## config.mk

```make
export PLATFORM = sky130hd
export DESIGN_NAME = fetch_queue_flat
export DESIGN_NICKNAME = d
export VERILOG_FILES = /design/src/rtl/fetch_queue_if.sv /design/src/rtl/fetch_queue.sv /design/src/flat_wrapper.sv
export SDC_FILE = /design/constraint.sdc
export NUM_CORES = 1
export LEC_CHECK = 0
export CORE_ASPECT_RATIO = 1.75
export CORE_MARGIN = 5
export CORE_UTILIZATION = 44
export CTS_CLUSTER_SIZE = 24
export DETAILED_ROUTE_END_ITERATION = 12
export HOLD_SLACK_MARGIN = 0.05
export PLACE_DENSITY = 0.61
export SYNTH_ARGS = -nofsm -noshare
export SYNTH_HDL_FRONTEND = slang
export SYNTH_SLANG_ARGS = --single-unit
```

## constraint.sdc

```tcl
create_clock -name clk -period 3.5 [get_ports clk]
set_input_delay 0.525 -clock clk [delete_from_list [all_inputs] [get_ports clk]]
set_output_delay 0.525 -clock clk [all_outputs]
set_load 0.02 [all_outputs]
```

## src/rtl/fetch_queue_if.sv

```systemverilog
// fetch_queue_if: instruction-memory request/response, redirect and decode dequeue signals of the fetch queue.
interface fetch_queue_if;
   logic        imem_req_valid;
   logic        imem_req_ready;
   logic [31:0] imem_req_addr;
   logic        imem_rsp_valid;
   logic [31:0] imem_rsp_data;
   logic        redirect_valid;
   logic [31:0] redirect_pc;
   logic        deq_valid;
   logic        deq_ready;
   logic [31:0] deq_instr;
   logic [31:0] deq_pc4;
   modport master (
      output imem_req_valid, imem_req_addr, deq_valid, deq_instr, deq_pc4,
      input  imem_req_ready, imem_rsp_valid, imem_rsp_data, redirect_valid, redirect_pc, deq_ready
   );
   modport slave (
      input  imem_req_valid, imem_req_addr, deq_valid, deq_instr, deq_pc4,
      output imem_req_ready, imem_rsp_valid, imem_rsp_data, redirect_valid, redirect_pc, deq_ready
   );
endinterface

```

## src/rtl/fetch_queue.sv

```systemverilog
// fetch_queue: owns the fetch PC, issues credit-limited imem requests and queues {pc4, instr} for decode.
// Define FETCH_QUEUE_BYPASS_EN to forward a response straight to decode when the FIFO is empty.
module fetch_queue #(
   parameter int          DEPTH    = 4,
   parameter logic [31:0] RESET_PC = 32'h0000_0000
) (
   input logic           clk,
   input logic           reset,
   fetch_queue_if.master bus
);
   localparam int AW = $clog2(DEPTH);
   localparam int CW = AW + 1;
   logic [31:0]   r_fetch_pc, r_rsp_pc;
   logic [63:0]   r_mem [DEPTH];
   logic [AW-1:0] r_rd, r_wr;
   logic [CW-1:0] r_count, r_out, r_drop;
   logic [CW:0]   w_credit;
   logic [31:0]   w_target;
   logic [63:0]   w_rsp_entry;
   logic          w_accept, w_keep, w_push, w_pop, w_empty, w_bypass;
   // buffered plus in-flight fetches never exceed DEPTH, so the FIFO cannot overflow
   assign w_credit = {1'b0, r_count} + {1'b0, r_out};
   assign bus.imem_req_valid = !reset && !bus.redirect_valid && (w_credit < (CW+1)'(DEPTH));
   assign bus.imem_req_addr  = r_fetch_pc;
   assign w_accept    = bus.imem_req_valid && bus.imem_req_ready;
   assign w_keep      = bus.imem_rsp_valid && (r_drop == '0);
   assign w_empty     = (r_count == '0);
   assign w_target    = bus.redirect_pc & ~32'd3;
   assign w_rsp_entry = {r_rsp_pc + 32'd4, bus.imem_rsp_data};
`ifdef FETCH_QUEUE_BYPASS_EN
   assign w_bypass = w_empty && w_keep;
`else
   assign w_bypass = 1'b0;
`endif
   assign bus.deq_valid = !w_empty || w_bypass;
   assign {bus.deq_pc4, bus.deq_instr} = w_bypass ? w_rsp_entry : w_empty ? 64'd0 : r_mem[r_rd];
   assign w_pop  = !w_empty && bus.deq_ready;
   assign w_push = w_keep && !(w_bypass && bus.deq_ready);
   always_ff @(posedge clk) begin
      if (reset) begin
         r_fetch_pc <= RESET_PC;
         r_rsp_pc   <= RESET_PC;
         r_rd       <= '0;
         r_wr       <= '0;
         r_count    <= '0;
         r_out      <= '0;
         r_drop     <= '0;
      end else if (bus.redirect_valid) begin
         r_fetch_pc <= w_target;
         r_rsp_pc   <= w_target;
         r_rd       <= '0;
         r_wr       <= '0;
         r_count    <= '0;
         r_out      <= r_out - CW'(bus.imem_rsp_valid);
         r_drop     <= r_out - CW'(bus.imem_rsp_valid);
      end else begin
         if (w_accept) r_fetch_pc <= r_fetch_pc + 32'd4;
         if (w_keep) r_rsp_pc <= r_rsp_pc + 32'd4;
         if (w_push) r_wr <= r_wr + AW'(1);
         if (w_pop) r_rd <= r_rd + AW'(1);
         if (bus.imem_rsp_valid && !w_keep) r_drop <= r_drop - CW'(1);
         r_out   <= r_out + CW'(w_accept) - CW'(bus.imem_rsp_valid);
         r_count <= r_count + CW'(w_push) - CW'(w_pop);
      end
   end
   always_ff @(posedge clk) begin
      if (!reset && !bus.redirect_valid && w_push) r_mem[r_wr] <= w_rsp_entry;
   end
endmodule
```

## src/flat_wrapper.sv

```systemverilog
// flat-port wrapper written by rule: the top's interface ports become plain ports
module fetch_queue_flat 
#(
   parameter int          DEPTH    = 4,
   parameter logic [31:0] RESET_PC = 32'h0000_0000
)
  (clk, reset, bus_imem_req_valid, bus_imem_req_addr, bus_deq_valid, bus_deq_instr, bus_deq_pc4, bus_imem_req_ready, bus_imem_rsp_valid, bus_imem_rsp_data, bus_redirect_valid, bus_redirect_pc, bus_deq_ready);
  fetch_queue_if bus_i ();
  input logic clk;
  input logic reset;
  output wire logic [$bits(bus_i.imem_req_valid)-1:0] bus_imem_req_valid;
  output wire logic [$bits(bus_i.imem_req_addr)-1:0] bus_imem_req_addr;
  output wire logic [$bits(bus_i.deq_valid)-1:0] bus_deq_valid;
  output wire logic [$bits(bus_i.deq_instr)-1:0] bus_deq_instr;
  output wire logic [$bits(bus_i.deq_pc4)-1:0] bus_deq_pc4;
  input wire logic [$bits(bus_i.imem_req_ready)-1:0] bus_imem_req_ready;
  input wire logic [$bits(bus_i.imem_rsp_valid)-1:0] bus_imem_rsp_valid;
  input wire logic [$bits(bus_i.imem_rsp_data)-1:0] bus_imem_rsp_data;
  input wire logic [$bits(bus_i.redirect_valid)-1:0] bus_redirect_valid;
  input wire logic [$bits(bus_i.redirect_pc)-1:0] bus_redirect_pc;
  input wire logic [$bits(bus_i.deq_ready)-1:0] bus_deq_ready;
  assign bus_imem_req_valid = bus_i.imem_req_valid;
  assign bus_imem_req_addr = bus_i.imem_req_addr;
  assign bus_deq_valid = bus_i.deq_valid;
  assign bus_deq_instr = bus_i.deq_instr;
  assign bus_deq_pc4 = bus_i.deq_pc4;
  assign bus_i.imem_req_ready = bus_imem_req_ready;
  assign bus_i.imem_rsp_valid = bus_imem_rsp_valid;
  assign bus_i.imem_rsp_data = bus_imem_rsp_data;
  assign bus_i.redirect_valid = bus_redirect_valid;
  assign bus_i.redirect_pc = bus_redirect_pc;
  assign bus_i.deq_ready = bus_deq_ready;
  fetch_queue #(.DEPTH(DEPTH), .RESET_PC(RESET_PC)) u_core (.clk(clk), .reset(reset), .bus(bus_i));
endmodule
```

==> results.ini, run 1 <==
[status]
status=finished clean

[cells_and_area]
fillCellCount=2640
regArea_um2=8950
multiInputGateArea_um2=4650
fin_nets=1221
drive_gt1_share_pct=13.2
antenna_cells=0
syn2layout_area_growth_pct=22.5

[timing]
setup_viol=0
slew_violations=0
hold_viol_final=0
fin_tns_setup_ns=0
rsz0062_at_grt=false
fin_skew_ns=0.0204
finalCritPeriodShare_pct=92.4
worstMarginPinSlew_ns=0.592
min_period_ns=3.23
fmax_mhz=309
slew_headroom_pct=60.5

[critical_path]
r2r_slack_ns=1.09
path_max_fanout=16
critPathTopFamily=buffers and inverters
crit_path_cell_trace=buf_4, mux4_2, and2_1, clkdlybuf4s50_1
critPathBufInv=2
reg2reg_depth=9
rr_startpoint=u_core.r_count[2]$_SDFF_PP0_
cp-start-kind=flop
r2r_end=u_core.r_count[2]$_SDFF_PP0_
cp-end-kind=output port
crit_required_ns=2.97
cp.arrival_ns=2.71
path_class=flop to output port
slowest_delay_ns=0.57
slowest_stage=dfxtp_4

[logic_synthesis]
avgSynthCellArea_um2=14.6
syn-cell-area_um2=14000
synthCells=963
synth_edf_count=248
synth.most_common_cell=edfxtp_1
yosysWarnings=0
synth_area_leaders=edfxtp_1 (53%), dfxtp_1 (11%), mux4_2 (10%), xnor2_1 (3.4%), and2_1 (3.0%)
seq_area_frac_synth_pct=63.9
synth_cell_types=53
synth-main-ff-cell=edfxtp_1
synth_top_area_share_pct=53.1
synth_seq_cells=323
synth_commonest_cells=edfxtp_1 (248), dfxtp_1 (75), and2_1 (67)
synth_top_cell_by_area=edfxtp_1
async_flop_share_pct=0

[clocking]
numClockSinks=323
cts.path.max_buffers=3
htree_num_levels=1
cts_resized=0
cts_tree=done
cts_setup_buffers=0
clk_root_buffer_cell=clkbuf_16
clkLatencyLatePin_ns=0.56
ctsHoldBuffers=0
cts_buffers=28
clkSlewWorstSetupHoldPaths_ns=0.06

[hold_path]
min_to=u_core.r_rsp_pc[3]$_SDFFE_PP0P_
min_path_cells=2
hp-start=u_core.r_rsp_pc[3]$_SDFFE_PP0P_
min_path_type=flop to flop

[floorplanning]
io_pins=168
rows=86
die_area_um2=35700
die_y_um=246
fp.dieW_um=145
core_um2=31500
start_util_pct=44.4

[placement]
place_hpwl_mm=20.2
io_buffers=161
finalWeightedCongestion=0.821

[route]
vias=8184
ant_nets=0
drc=0
first_pass_iters=4
drt_wl_total_mm=29.6
first_iter_violations=268
wire_per_inst_um=19.1
avgViaCountPerCell=5.28

[global_routing]
antenna_found_initial=0
grt_overflow_total=0
grt_usage_pct=16.4
grt_start_max_net_pins=64
grt_pass1_vias=8698
grt_pass1_wl_mm=46.8

[power_and_ir_drop]
total_power_mw=8.62
irDropWorstVdd_uv=365
power_density_nw_per_um2=502
p_leak_nw=5.73

[run]
max_cap_violations=0

==> per-layer routing <==
layer	wire length, um	global-route usage (%)
met3	1120	2.06
met4	966	6.01
met5	0	0
met2	15900	30.7
met1	11600	19.1
==> sequential cells by signal, summed over array words and instances, names as in the netlist, named ones only <==
name                      cells
u_core.r_rsp_pc              30
u_core.bus.imem_req_addr     30
u_core.r_wr                   2
u_core.r_drop                 3
u_core.r_mem                248
u_core.r_count                3
u_core.r_rd                   2
u_core.r_out                  3
==> cell usage in the layout (no fill, tap or decap), types with 3 or more instances in the layout <==
cell               n
clkinv_2           5
a211oi_1           8
a21boi_1           6
edfxtp_1         248
o21bai_1           3
clkinv_1           6
a21oi_1           33
and3_1            10
conb_1             4
nand4_1           14
nand3_1           23
and4_1             8
bufinv_16          3
nor2_1            40
nor4_1            19
inv_1             50
and2_1            67
ha_1              16
nor4_2             3
buf_12             9
dfxtp_1           73
xor2_1            26
buf_4             22
xnor2_1           54
o31a_1             9
o21ai_0            3
clkbuf_1           7
nor3_1            16
nand4_4            3
clkbuf_16         29
nand2_1           41
mux4_2            62
and3_2             4
clkdlybuf4s50_1  161
a21boi_0          34
==> kinds of logic (layout without fill, tap and decap cells) <==
logic type,Yosys count,in the layout,synth area share (%)
AO/OA/AOI/OAI,105,105,5.10
XOR/XNOR,80,80,5.00
adder cells (fa/ha/maj),18,18,1.71
buffers and inverters,106,295,3.11
flip-flops,323,323,63.9
multiplexers,63,63,10.0
other,1,4,0.0268
AND/OR/NAND/NOR,267,267,11.2
==> where the power goes <==
group | total [mW] | internal [mW] | switching, mW
sequential | 4.33 | 4.23 | 0.0987
combinational | 1.19 | 0.571 | 0.619
clock | 3.10 | 1.78 | 1.33
total | 8.62 | 6.58 | 2.04
==> metrics by stage <==
| step | hold WS (ns) | cells | util, % | area [um2] | setup slack [ns] |
|---|---|---|---|---|---|
| after global routing | 0.525 | 1551 | 54.4 | 17200 | 0.108 |
| after detailed placement | 0.495 | 1499 | 51.5 | 16200 | 0.685 |
| after floorplan | 0.462 | 966 | - | 14000 | 0.451 |
| after CTS | 0.504 | 1551 | 54.4 | 17200 | 0.174 |
| after global placement | 0.478 | 1499 | 51.5 | 16200 | 0.704 |
| final | 0.498 | 1551 | 54.4 | 17200 | 0.266 |
==> cell type report <==
class | count | share of cell area (%)
clock inverters | 14 | 0.824
well taps | 396 | 2.89
repair buffers | 192 | 11.4
clock buffers | 38 | 4.54
inverters | 51 | 1.12
flip-flops and latches | 323 | 52.2
multi-input cells | 537 | 27.1
==> worst register-to-register path, cell delays in order (launching register included) <==
cell and delay [ns]:
dfxtp_1 0.34, or3_2 0.51, and2_1 0.21, ha_1 0.28
inv_1 0.04, ha_1 0.17, fa_1 0.37, xnor2_1 0.18
xnor2_1 0.14, nor2_1 0.05
==> worst max path at each step <==
stage,start,to,slack [ns],cells past startpoint
final,flop,bus_deq_instr[23],0.27,4
after CTS,flop,bus_deq_instr[22],0.17,4
after global routing,flop,bus_deq_instr[23],0.11,4
after global placement,bus_imem_rsp_valid,u_core.r_mem[2][29]$_DFFE_PP_,0.70,5
after floorplan,u_core.r_drop[0]$_SDFFE_PP0P_,u_core.r_mem[0][0]$_DFFE_PP_,0.45,6
after detailed placement,bus_imem_rsp_valid,u_core.r_mem[2][24]$_DFFE_PP_,0.69,5
No activity file was read; power rests on OpenSTA's default activity.
==> run 2, diff against run 1 <==
Settings changed: CORE_UTILIZATION 44 to 55, HOLD_SLACK_MARGIN 0.05 to 0.15, PLACE_DENSITY 0.61 to 0.75.
==> results.ini, run 2 (synthesis results as in run 1) <==
[route]
first_pass_iters=4
avgViaCountPerCell=5.55
ant_nets=0
drc=0
drt_wl_total_mm=28.1
first_iter_violations=387
vias=8116
wire_per_inst_um=19.2

[clocking]
cts_buffers=28
clkSlewWorstSetupHoldPaths_ns=0.06
numClockSinks=323
clkLatencyLatePin_ns=0.55
clk_root_buffer_cell=clkbuf_16
cts_setup_buffers=0
cts_tree=done
cts_resized=0
htree_num_levels=1
cts.path.max_buffers=3
ctsHoldBuffers=0

[floorplanning]
rows=77
core_um2=25200
die_area_um2=28900
start_util_pct=55.5
io_pins=168
die_y_um=221
fp.dieW_um=131

[global_routing]
grt_pass1_vias=8623
grt_start_max_net_pins=64
grt_pass1_wl_mm=44.9
grt_overflow_total=0
antenna_found_initial=0
grt_usage_pct=19.6

[status]
status=finished clean

[cells_and_area]
regArea_um2=8950
largest_register_ffs=248
fillCellCount=1856
fin_nets=1213
multiInputGateArea_um2=4650
final_area_um2=17000
top_register=u_core.r_mem
syn2layout_area_growth_pct=21.3
layout_common_cells=edfxtp_1 (248), clkdlybuf4s50_1 (160), dfxtp_1 (73)
final_common_cell=edfxtp_1
drive_gt1_share_pct=13.5
antenna_cells=0

[placement]
placed_cell_area_um2=16000
place_hpwl_mm=18.5
io_buffers=161
finalWeightedCongestion=0.829

[power_and_ir_drop]
power_density_nw_per_um2=513
irDropWorstVdd_uv=322
p_leak_nw=5.69

[timing]
fin_skew_ns=0.0113
min_period_ns=3.23
finalCritPeriodShare_pct=92.3
slew_violations=0
fmax_mhz=310
fin_tns_setup_ns=0
setup_viol=0
rsz0062_at_grt=false
worstMarginPinSlew_ns=0.629
slew_headroom_pct=57.7
hold_viol_final=0

[critical_path]
cp-end-kind=output port
cp.arrival_ns=2.71
r2r_slack_ns=1.01
crit_required_ns=2.97
path_class=flop to output port
cp-start-kind=flop
path_max_fanout=31

[run]
max_cap_violations=0

[hold_path]
min_path_type=flop to flop

-- run 2: cell count changes in the layout (fill, tap and decap cells not counted), sizes merged --
cell	change
inv	+1
clkdlybuf4s50	-1
buf	-7
clkinvlp	+5
clkinv	-2
clkbuf	-5
bufinv	+1
-- run 2: final timing paths --
check	from	cells past startpoint	endpoint
max	flop	4	bus_deq_pc4[23]
min	u_core.r_rsp_pc[3]$_SDFFE_PP0P_	2	u_core.r_rsp_pc[3]$_SDFFE_PP0P_
max reg2reg	u_core.r_out[2]$_SDFF_PP0_	6	u_core.bus.imem_req_addr[21]$_SDFFE_PP0P_
min reg2reg	u_core.r_rsp_pc[3]$_SDFFE_PP0P_	2	u_core.r_rsp_pc[3]$_SDFFE_PP0P_
-- run 2: cell type report --
| type | count | share of cell area [%] |
|---|---|---|
| repair buffers | 184 | 10.8 |
| clock buffers | 33 | 4.42 |
| clock inverters | 19 | 1.32 |
| well taps | 316 | 2.33 |
| multi-input cells | 537 | 27.3 |
| flip-flops and latches | 323 | 52.7 |
| inverters | 51 | 1.13 |
-- run 2: report_power, final --
group          total, mW  internal, mW  switching [mW]
combinational       1.18         0.568           0.607
clock               3.21          1.85            1.37
sequential          4.33          4.23          0.0985
total               8.72          6.65            2.07
-- run 2: metrics by stage --
step | hold slack (ns) | setup slack (ns) | util (%) | cells | power (mW)
2_1_floorplan | 0.462 | 0.451 | - | 966 | 5.07
3_3_place_gp | 0.476 | 0.762 | 63.5 | 1411 | 5.59
3_5_place_dp | 0.481 | 0.733 | 63.5 | 1411 | 5.61
4_1_cts | 0.489 | 0.185 | 67.3 | 1463 | 8.81
5_1_grt | 0.522 | 0.125 | 67.3 | 1463 | 9.08
6_report | 0.492 | 0.269 | 67.3 | 1463 | 8.72
-- run 2: per-layer routing --
layer	part of all wire [%]	global-route usage, %	up-vias
li1	-	-	3905
met1	38	23.3	3987
met2	54	35.9	182
met3	4.4	2.44	42
met4	2.9	6.61	0
met5	0	0	-
-- run 2: critical path: stages (launching register included) --
cell and delay [ns]:
dfxtp_4 0.53, buf_12 0.30, mux4_2 0.59, and2_1 0.18, clkdlybuf4s50_1 0.53
